File: config.mk
export PLATFORM = sky130hd
export DESIGN_NAME = mac_job_scheduler
export DESIGN_NICKNAME = d
export VERILOG_FILES = /design/src/rtl/ff_pkg.sv /design/src/rtl/rr_arbiter2.sv /design/src/rtl/mac_job_scheduler.sv
export SDC_FILE = /design/constraint.sdc
export NUM_CORES = 1
export LEC_CHECK = 0
export ABC_AREA = 1
export CORE_UTILIZATION = 54
export DETAILED_ROUTE_END_ITERATION = 6
export PLACE_DENSITY = 0.74
export SLEW_MARGIN = 5
export SYNTH_ARGS = -nofsm -noshare
export SYNTH_HDL_FRONTEND = slang
export SYNTH_SLANG_ARGS = --single-unit
File: constraint.sdc
create_clock -name clk -period 1.9 [get_ports clk]
set_clock_uncertainty 0.15 [all_clocks]
set_input_delay 0.19 -clock clk [delete_from_list [all_inputs] [get_ports clk]]
set_output_delay 0.19 -clock clk [all_outputs]
set_load 0.005 [all_outputs]
File: src/rtl/ff_pkg.sv
// rtl/ff_pkg.sv - shared types and sizing constants for the FF layer-job scheduler
//
// Contents:
//   NUM_NEURONS, INPUT_SIZE    : layer geometry of the mac_unit engine
//   MIN_RUN_CYCLES             : worst-case legitimate mac_unit job length
//   DEFAULT_TIMEOUT_CYCLES     : watchdog limit, next power of two above MIN_RUN_CYCLES
//   sched_state_t              : scheduler FSM states
//   owner_t                    : job owner encoding (also the mac_owner wire encoding)
package ff_pkg;

    localparam int NUM_NEURONS    = 128;
    localparam int INPUT_SIZE     = 784;

    // Two passes over every weight plus one write-back per neuron.
    localparam int MIN_RUN_CYCLES = NUM_NEURONS * INPUT_SIZE * 2 + NUM_NEURONS;

    // Rounded up to a power of two so the watchdog is never tight against a
    // legitimate job (128/784 geometry gives 262144).
    localparam int DEFAULT_TIMEOUT_CYCLES = 1 << $clog2(MIN_RUN_CYCLES + 1);

    typedef enum logic [1:0] {
        IDLE  = 2'd0,
        START = 2'd1,
        RUN   = 2'd2,
        RESP  = 2'd3
    } sched_state_t;

    typedef enum logic {
        OWNER_INF = 1'b0,
        OWNER_TRN = 1'b1
    } owner_t;

endpackage

File: src/rtl/rr_arbiter2.sv
// rtl/rr_arbiter2.sv - two-way round-robin grant selection (combinational)
//
// Ports:
//   req[1:0]    in   request levels, [0] = inference, [1] = training
//   last_owner  in   owner of the most recent grant (owner_t encoding)
//   gnt_valid   out  at least one requester is asking
//   gnt_owner   out  owner that wins this cycle (owner_t encoding)
module rr_arbiter2
    import ff_pkg::*;
(
    input  logic [1:0] req,
    input  logic       last_owner,
    output logic       gnt_valid,
    output logic       gnt_owner
);

    always_comb begin
        gnt_valid = |req;
        if (req == 2'b11) begin
            // Contention: the side that did not win last time goes now.
            gnt_owner = (last_owner == OWNER_INF) ? OWNER_TRN : OWNER_INF;
        end else begin
            gnt_owner = req[1] ? OWNER_TRN : OWNER_INF;
        end
    end

endmodule

File: src/rtl/mac_job_scheduler.sv
// rtl/mac_job_scheduler.sv - shares one mac_unit between the inference and training paths
//
// Ports:
//   clk, rst              clock, asynchronous active-high reset
//   inf_req/inf_layer     inference job request (level) and its layer select
//   inf_gnt/inf_done      inference accept pulse / finish-or-abort pulse
//   trn_req/trn_layer     training job request (level) and its layer select
//   trn_gnt/trn_done      training accept pulse / finish-or-abort pulse
//   mac_start/mac_done    start pulse to mac_unit / its completion pulse
//   mac_layer/mac_owner   layer select and owner latched at grant
//   busy                  a job is between grant and its done pulse
//   err_timeout/err_clr   sticky watchdog-abort flag and its clear
module mac_job_scheduler
    import ff_pkg::*;
#(
    parameter int NUM_LAYERS     = 4,
    parameter int LAYER_W        = $clog2(NUM_LAYERS),
    parameter int TIMEOUT_CYCLES = DEFAULT_TIMEOUT_CYCLES,
    parameter int WDT_W          = $clog2(TIMEOUT_CYCLES + 1)
) (
    input  logic               clk,
    input  logic               rst,
    input  logic               inf_req,
    input  logic [LAYER_W-1:0] inf_layer,
    output logic               inf_gnt,
    output logic               inf_done,
    input  logic               trn_req,
    input  logic [LAYER_W-1:0] trn_layer,
    output logic               trn_gnt,
    output logic               trn_done,
    output logic               mac_start,
    input  logic               mac_done,
    output logic [LAYER_W-1:0] mac_layer,
    output logic               mac_owner,
    output logic               busy,
    output logic               err_timeout,
    input  logic               err_clr
);

    sched_state_t     state;
    logic             last_owner;
    logic [WDT_W-1:0] wdt;

    logic             arb_valid;
    logic             arb_owner;
    logic             in_run;
    logic             timeout_hit;
    logic             err_set;

    rr_arbiter2 u_arb (
        .req        ({trn_req, inf_req}),
        .last_owner (last_owner),
        .gnt_valid  (arb_valid),
        .gnt_owner  (arb_owner)
    );

    assign in_run      = (state == RUN);
    assign timeout_hit = in_run && (wdt == WDT_W'(TIMEOUT_CYCLES - 1));
    // A completion arriving on the last allowed cycle is a real completion.
    assign err_set     = timeout_hit && !mac_done;

    always_ff @(posedge clk or posedge rst) begin
        if (rst) begin
            state       <= IDLE;
            last_owner  <= OWNER_TRN;
            wdt         <= '0;
            inf_gnt     <= 1'b0;
            trn_gnt     <= 1'b0;
            inf_done    <= 1'b0;
            trn_done    <= 1'b0;
            mac_start   <= 1'b0;
            mac_layer   <= '0;
            mac_owner   <= OWNER_INF;
            busy        <= 1'b0;
            err_timeout <= 1'b0;
        end else begin
            inf_gnt     <= 1'b0;
            trn_gnt     <= 1'b0;
            inf_done    <= 1'b0;
            trn_done    <= 1'b0;
            mac_start   <= 1'b0;
            err_timeout <= err_set | (err_timeout & ~err_clr);

            case (state)
                // RESP arbitrates like IDLE so a waiting request is granted
                // the cycle after the previous job's done pulse.
                IDLE, RESP: begin
                    if (arb_valid) begin
                        state      <= START;
                        busy       <= 1'b1;
                        mac_owner  <= arb_owner;
                        last_owner <= arb_owner;
                        mac_layer  <= (arb_owner == OWNER_TRN) ? trn_layer : inf_layer;
                        inf_gnt    <= (arb_owner == OWNER_INF);
                        trn_gnt    <= (arb_owner == OWNER_TRN);
                    end else begin
                        state <= IDLE;
                        busy  <= 1'b0;
                    end
                end

                START: begin
                    mac_start <= 1'b1;
                    wdt       <= '0;
                    state     <= RUN;
                end

                RUN: begin
                    wdt <= wdt + WDT_W'(1);
                    if (mac_done || timeout_hit) begin
                        state <= RESP;
                        if (mac_owner == OWNER_INF) begin
                            inf_done <= 1'b1;
                        end else begin
                            trn_done <= 1'b1;
                        end
                    end
                end

                default: begin
                    state <= IDLE;
                end
            endcase
        end
    end

endmodule

# ---- Word-level counts from Yosys, hierarchy flattened
# Index checks and enable logic that the tools add are counted.
dict set report word_totals {
  input_bits 10
  output_inout_bits 10
  register_bits 32
  wordCells 52
}
dict set report op_classes {
  addsub 1
  n_reduce_logical 9
  eq_ne 6
  muxes 20
  n_bitwise 4
}
# op count
set op_table {}
lappend op_table {{case mux 19 bit (2 select lines)} 1}
lappend op_table {{adder 19 x 1 -> 19 bit (second input constant)} 1}
lappend op_table {{equality test 19 x 18 -> 1 bit (second input constant)} 1}
lappend op_table {{2-to-1 mux 1 bit} 16}
lappend op_table {{equality test 2 bit (second input constant)} 3}
lappend op_table {{case mux 2 bit (3 select lines)} 1}
lappend op_table {{2-to-1 mux 2 bit} 2}
lappend op_table {{OR reduction 2 bit} 2}
lappend op_table {{equality test 2 x 1 -> 1 bit (second input constant)} 1}
lappend op_table {{logical AND 1 bit} 2}
lappend op_table {{logical NOT 2 bit} 1}
lappend op_table {{inequality test 2 x 1 -> 1 bit (second input constant)} 1}
lappend op_table {{NOT 1 bit} 2}
lappend op_table {{AND reduction 2 bit} 1}
lappend op_table {{nonzero test 2 bit} 1}
lappend op_table {{AND 1 bit} 1}
lappend op_table {{logical NOT 1 bit} 1}
lappend op_table {{logical OR 1 bit} 1}
lappend op_table {{OR 1 bit} 1}

# ---- Logic depth before layout (Yosys ltp)
# Gate-level depths: netlist of run 1.
dict set report logic_depth {
  word_depth 5
  depth_mapped 10
  mapped_depth_nobuf 8
}

# ---- Cells and area by module
# From an unflattened synthesis of run 1, not the netlist that was laid out.
dict set report unflattened {
  cells_unflattened 216
  hier_area_um2 1691.6
}
# mod cells_each seq_area_each_um2 area_each_um2 n_inst
set modules_own_cells {}
lappend modules_own_cells {mac_job_scheduler 213 802.0 1676.6 1}
lappend modules_own_cells {rr_arbiter2 3 0.0 15.0 1}

# ---- Worst setup path before layout of run 1
# No wires, ideal clock.
dict set report synth_path {
  path_kind {reg2reg}
  start {reg state[0]}
  end {reg wdt[17]}
  path_slack_ns 0.251
  n_path_buf 2
  arrival_time_ns 1.380
  stages_incl_launch_ff 11
  setup_time_ns 0.119
  cell_sequence {dfrtp_1 -> inv_1 -> ha_1 -> clkbuf_2 -> inv_1 -> buf_2 -> nand3_1 -> nor2_1 -> nand3_1 -> nand2_1 -> nor2_1}
}
dict set report synth_via {
  elab_chain_len 2
}
# item line_no
set synth_lines {}
lappend synth_lines {{from (decl)} mac_job_scheduler.sv:40} ;# sched_state_t state;
lappend synth_lines {{from (signal assigned)} mac_job_scheduler.sv:64} ;# state <= IDLE;
lappend synth_lines {{from (signal assigned)} mac_job_scheduler.sv:89} ;# state <= START;
lappend synth_lines {{from (signal assigned)} mac_job_scheduler.sv:97} ;# state <= IDLE;
lappend synth_lines {{equality test 2 bit / equality test 2 x 1 -> 1 bit (equally long branches)} mac_job_scheduler.sv:84} ;# case (state)
lappend synth_lines {{case mux 19 bit (2 select lines) / nonzero test 2 bit (equally long branches)} --}
lappend synth_lines {{to (signal assigned)} mac_job_scheduler.sv:109} ;# wdt <= wdt + WDT_W'(1);
lappend synth_lines {{to (decl)} mac_job_scheduler.sv:42} ;# logic [WDT_W-1:0] wdt;
# Several ways; a longest one is shown, not always the timed one.
# A chain may end at the register's enable or synchronous reset.

# ---- Worst setup path after layout of run 1
dict set report layout_path {
  start {reg state[0]}
  end {reg wdt[18]}
}
# Same word-level chain as after synthesis.

==> run metrics, run 1 <==
largest register by flop count=wdt; Detailed Place HPWL=2560 µm; nets=254; DRT antenna net count=0; Tightest Pin Transition=398 ps; post-layout instance area=1980 µm²; Post-synth top flop=dfrtp_1; Commonest cells post-synth=65 x nand2_1, 31 x dfrtp_1, 26 x inv_1, 21 x nor2_1, 15 x o21ai_0; DRT iter0 DRCs=69; Synth Net Count=226; Cell Area, Synth=1660 µm²; CTS buffer count=5; CP max FO=6; CP required=1990 ps; Clock transition at path regs=110 ps; Post-Synth Adder-Cell Area=2.27%; total of cells resized after clock tree synthesis=0; die area=3290 µm²; Setup-failing EPs final=0; routed via count=1,433; most numerous cell in the Yosys netlist=nand2_1; TritonCTS clock tree=built; area share of the largest cell type after synthesis=46.9%; Ant. Diodes=0; GRT overflow=0; count of cell types in the netlist=25; Die Span Y=57.4 µm; Synth Area in Simple Gates=30.0%; period utilisation layout=89.0%; initial antenna violation count=0; Clock H-tree levels=2; Placed Area=1910 µm²; dpl ws=180 ps; cell taking the most area after synthesis=dfrtp_1; Initial Utilization=58.5%; vias per cell=5.25; post-synthesis compound-gate area fraction=11.0%; main combinational cell family by area after synthesis=simple AND/OR/NAND/NOR gates; Max-slew headroom=73.5%; final wirelength=3460 µm; Slew Limit Fails=0; top flop regs=wdt: 19 flops, mac_layer: 2 flops, state: 2 flops; Max-cap violations=0; worst skew pair latency=340 ps; Layout area overhead=19.4%; num ports=20; Post-synth EDFFs=0; leak pwr=0.946 nW; clk buf depth=2; port buffer count=19; post-synthesis mux area share=0%; Max Freq=591 MHz; worst ir drop on vdd=0.846 mV; first-pass detailed-route iteration total=4; worst path arrival time=1790 ps; root buffer selected by CTS=clkbuf_4; share of cells above drive strength 1=11.2%; setup ws final=208 ps; Worst Setup Start Kind=flop; fraction of registers with async set/reset=100%; outcome=finished clean; Tot GR Track Use=24.6%; RSZ-0062 raised after global routing=no; crit path time final=1690 ps; Routability Congestion=0.829; row count=19; cells after synthesis=213; syn avg cell area=7.77 µm²; Largest register FFs=19; Seq cells post-synth=32; xor and xnor fraction of the mapped netlist area=1.06%; DR WL/cell=12.7 µm; sequential area share after synthesis=48.5%; WS Path Type=flop to flop; first-pass GRT wire length=5970 µm; Clock Sinks=32; Fin Setup TNS=0 ps; total chip power=2.35 mW; CTS Hold Bufs=0; worst hold path class=primary input to asynchronous set/reset pin; final hold violation count=0; Pwr Density=1190 nW/µm²; pin count of the biggest net entering global routing=33; Worst setup EP type=flop; post-CTS setup buffer count=0; Core Area=2830 µm²; Synth Warn #=0; vias in the first global route=1,375; Die X=57.4 µm; Remaining DRCs=0; hold slack=94.3 ps; top post-synthesis cells by area=dfrtp_1 47%, nand2_1 15%, inv_1 5.9%, nor2_1 4.8%, o21ai_0 4.5%
[logic make-up after synthesis]
group / count (synthesis)
and+or+nand+nor: 113
buffers and inverters: 30
DFF: 32
adders and majority gates: 3
AOI/OAI and AO/OA: 33
xor gates and xnor gates: 2
[where the power goes]
group	internal (mW)	switching [mW]
registers	0.827	0.0869
clock network	0.218	0.232
logic	0.431	0.554
total	1.48	0.873
[worst max-delay path, cell delays in order (launching register included)]
cell and delay [ps]:
dfrtp_1 390, inv_1 60, ha_1 350, buf_4 180
nor3_1 280, nand3_1 110, nand2_1 60, nor2_1 40
[worst paths after layout]
check                          start          end  slack (ps)  cells after the start
max in group asynchronous        rst   last_owner        1160                      3
hold reg to reg            mac_owner     inf_done         330                      1
min in group clk             err_clr  err_timeout         280                      2
setup / recovery            state[0]      wdt[18]         210                      7
setup reg to reg            state[0]      wdt[18]         210                      7
hold / removal                   rst    mac_start          90                      3
[per-layer routing]
metal  up-vias  track usage [%]  part of all wire (%)
li1        729                -                     -
met1       652             31.0                    45
met5         -                0                     0
met2        47             39.9                    47
met3         5             6.80                   6.3
met4         0             10.1                   1.5
[placed cells by master (no fill, tap or decap)]
master and count:
nor2_4 2, nor3_1 2, dfrtp_1 31, o22ai_1 3, nand3_1 11, a22o_1 1
a21oi_1 10, nand2_1 65, buf_4 6, clkbuf_8 2, nor2_2 5, nor2_1 21
inv_2 1, ha_1 3, xor2_1 1, a22oi_1 1, inv_1 25, nand4_1 2
clkbuf_4 5, dfstp_2 1, clkbuf_1 1, o21bai_1 3, nand2_2 2, xnor2_1 1
clkdlybuf4s50_1 19, o21ai_0 15, nand3_2 3
[final cells by class]
class	instances	area (µm²)
Tap cell	31	38.8
Inverter	26	97.6
Clock buffer	8	68.8
Multi-Input combinational cell	151	734
Sequential cell	32	802
Timing Repair Buffer	25	235
Fill cell	226	852
[stage by stage]
step	cells	util, %
6_report	273	69.9
5_1_grt	273	69.9
4_1_cts	273	69.9
3_5_place_dp	265	67.4
2_1_floorplan	213	-
3_3_place_gp	265	67.4
Note: power is estimated with default switching activity, not from simulation.
==> inputs of run 2 (changes only) <==
- CORE_UTILIZATION: 54 -> 55
- PLACE_DENSITY: 0.74 -> 0.75
- SLEW_MARGIN: 5 -> 20
- SYNTH_HIERARCHICAL: default -> 1
==> run 2 against run 1 <==
  * Sequential power decreased by 2%
  * Critical path depth decreased by 1
  * Global-route usage increased by 0.38 points
  * Critical endpoint is now mac_layer[1]
  * Highest routed layer unchanged
  * Clock power decreased by 18%
  * Sequential cell count unchanged
  * Register-to-register slack got worse by 40 ps
  * Core utilization increased by 1.0 points
  * Largest cell class unchanged
==> run metrics, run 2 <==
CTS Hold Bufs=0 (unchanged); root buffer selected by CTS=clkbuf_4; CP max FO=11 (+5); Core Area=2830 µm² (unchanged); leak pwr=1.04 nW (+9.7%); crit path time final=1730 ps (+39.0 ps); post-synthesis mux area share=0% (unchanged); vias per cell=5.47 (+4.3%); row count=19 (unchanged); Worst setup EP type=flop; final wirelength=3570 µm (+3.3%); final hold violation count=0 (unchanged); Slew Limit Fails=0 (unchanged); Max-slew headroom=73.3% (-0.18 points); top post-synthesis cells by area=dfrtp_1 46%, nand2_1 13%, inv_1 7.5%, nand3_1 5.6%, nor2_1 3.8%; cell taking the most area after synthesis=dfrtp_1; period utilisation layout=91.1% (+2.1 points); RR Startpoint=state[0]; Layout area overhead=18.6%; worst skew pair latency=330 ps (about the same); DR WL/cell=12.9 µm (+1.8%); Post-synth top flop=dfrtp_1; Synth Net Count=229 (+1.3%); Initial Utilization=59.8% (+1.3 points); fraction of registers with async set/reset=100% (unchanged); first-pass GRT wire length=6240 µm (+4.6%); dpl ws=124 ps (-56.5 ps); Crit-path slowest cell=ha_2; share of cells above drive strength 1=11.4% (+0.23 points); die area=3300 µm² (+0.33%); Reg2Reg Depth=6 (-1); sequential area share after synthesis=47.4% (-1.0 points); post-synthesis compound-gate area fraction=7.91% (-3.1 points); area share of the largest cell type after synthesis=45.9% (-1.0 points); Remaining DRCs=0 (unchanged); pin count of the biggest net entering global routing=33 (unchanged); Post-synth EDFFs=0 (unchanged); outcome=finished clean; DRT iter0 DRCs=88 (+28%); critical path cell sequence=inv_1, ha_2, nand2_1, nor2_1, nand2_1, nand3_1; Post-Synth Adder-Cell Area=2.22% (-0.049 points); Commonest cells post-synth=60 x nand2_1, 34 x inv_1, 31 x dfrtp_1, 19 x nand3_1, 17 x nor2_1; Fillers=237 (+4.9%); Detailed Place HPWL=2660 µm (+4.1%); largest register by flop count=wdt; Clock transition at path regs=100 ps (about the same); first-pass detailed-route iteration total=4 (unchanged); cells after synthesis=216 (+1.4%); worst ir drop on vdd=1.03 mV (+22%); RSZ-0062 raised after global routing=no; Clock Sinks=32 (unchanged); Ant. Diodes=0 (unchanged); syn avg cell area=7.83 µm² (+0.77%); setup ws final=169 ps (-39.0 ps); Worst Setup Start Kind=flop; GRT overflow=0 (unchanged); vias in the first global route=1,522 (+11%); count of cell types in the netlist=27 (+8.0%); DRT antenna net count=0 (unchanged); Largest register FFs=19 (unchanged); commonest non-fill, non-tap cells in the layout=60 x nand2_1, 33 x inv_1, 31 x dfrtp_1; max incr delay on CP=470 ps (+80 ps); Clock H-tree levels=2 (unchanged); port buffer count=19 (unchanged); Die X=57.5 µm (+0.17%); worst hold path class=primary input to asynchronous set/reset pin; initial antenna violation count=0 (unchanged); Tightest Pin Transition=401 ps (+2.70 ps); Cell Area, Synth=1690 µm² (+2.2%); most numerous cell in the Yosys netlist=nand2_1; CTS buffer count=5 (unchanged); CP required=2020 ps (+30 ps); xor and xnor fraction of the mapped netlist area=0.518% (-0.54 points); Placed Cells=267 (+0.75%); TritonCTS clock tree=built; Pwr Density=1150 nW/µm² (-3.6%); clk buf depth=2 (unchanged); Tot GR Track Use=24.9% (+0.38 points); num ports=20 (unchanged); reg2reg setup slack=170 ps (-40 ps); top flop regs=wdt: 19 flops, mac_layer: 2 flops, state: 2 flops; main combinational cell family by area after synthesis=simple AND/OR/NAND/NOR gates; critical path's most frequent cell=nand2_1; Die Span Y=57.5 µm (+0.17%); Max-cap violations=0 (unchanged); Routability Congestion=0.800 (-3.4%); Layout Cells excl Fill=277 (+1.5%); nets=258 (+1.6%); WS Path Type=flop to flop; Synth Warn #=6 (+6); worst path arrival time=1850 ps (+60 ps); commonest non-fill, non-tap cell in the layout=nand2_1; routed via count=1,516 (+5.8%); Synth Area in Simple Gates=33.4% (+3.4 points); Max Freq=578 MHz (-2.3%); hold slack=86.9 ps (-7.37 ps); Setup-failing EPs final=0 (unchanged); Reg-to-Reg End=mac_layer[1]; Seq cells post-synth=32 (unchanged); Fin Setup TNS=0 ps (unchanged)
## run 2: how the worst max path moves through the flow
stage	startpoint	slack [ps]	to
floorplan	state[0]	290	wdt[16]
global placement	state[0]	170	wdt[15]
detailed placement	state[0]	120	mac_owner
CTS	state[0]	120	wdt[15]
global route	state[0]	40	mac_owner
finish	state[0]	170	mac_layer[1]
## run 2: final cells by class
| cell class | instances | area (µm²) | share of cell area [%] |
|---|---|---|---|
| clock buffers | 7 | 45.0 | 2.25 |
| clock inverters | 1 | 5.00 | 0.250 |
| inverters | 35 | 135 | 6.74 |
| multi-input cells | 146 | 747 | 37.2 |
| flip-flops and latches | 32 | 802 | 40.0 |
| well taps | 31 | 38.8 | 1.93 |
| repair buffers | 24 | 228 | 11.4 |
| repair inverters | 1 | 5.00 | 0.250 |
## run 2: what timing repair did
| action | CTS | global route |
|---|---|---|
| gates resized for setup | 0 | 2 |
| buffers inserted | 0 | 1 |
| endpoints found under the setup margin | 0 | 5 |
## run 2: where the power goes
part	internal [mW]	switching, mW
logic	0.419	0.616
clock network	0.144	0.223
registers	0.818	0.0762
total	1.38	0.915
## run 2: kinds of logic (layout without fill, tap and decap cells)
family | after synthesis | count (layout)
AND/OR/NAND/NOR | 118 | 118
XOR/XNOR | 1 | 1
adder cells (fa/ha/maj) | 3 | 3
buffers and inverters | 38 | 68
flip-flops | 32 | 32
AO/OA/AOI/OAI | 24 | 24
## run 2: routing by layer
layer / up-vias / track usage [%] / wire length, µm
li1: 748 / - / -
met1: 712 / 29.3 / 1490
met2: 49 / 41.9 / 1830
met3: 7 / 7.94 / 191
met4: 0 / 10.8 / 59
met5: - / 0 / 0
## run 2: metrics by stage
step           area, µm²  util [%]  total power [mW]
4_1_cts             1990      70.2              2.21
5_1_grt             2010      70.9              2.45
3_3_place_gp        1940      68.5              1.82
3_5_place_dp        1940      68.5              1.84
2_1_floorplan       1690         -              1.45
6_report            2010      70.9              2.30
## run 2: critical path, delay by kind of cell (launching register included)
kind                     cells  cell delay (ps)
buffers and inverters        1               60
AND/OR/NAND/NOR              4              620
flip-flops                   1              380
adder cells (fa/ha/maj)      1              470
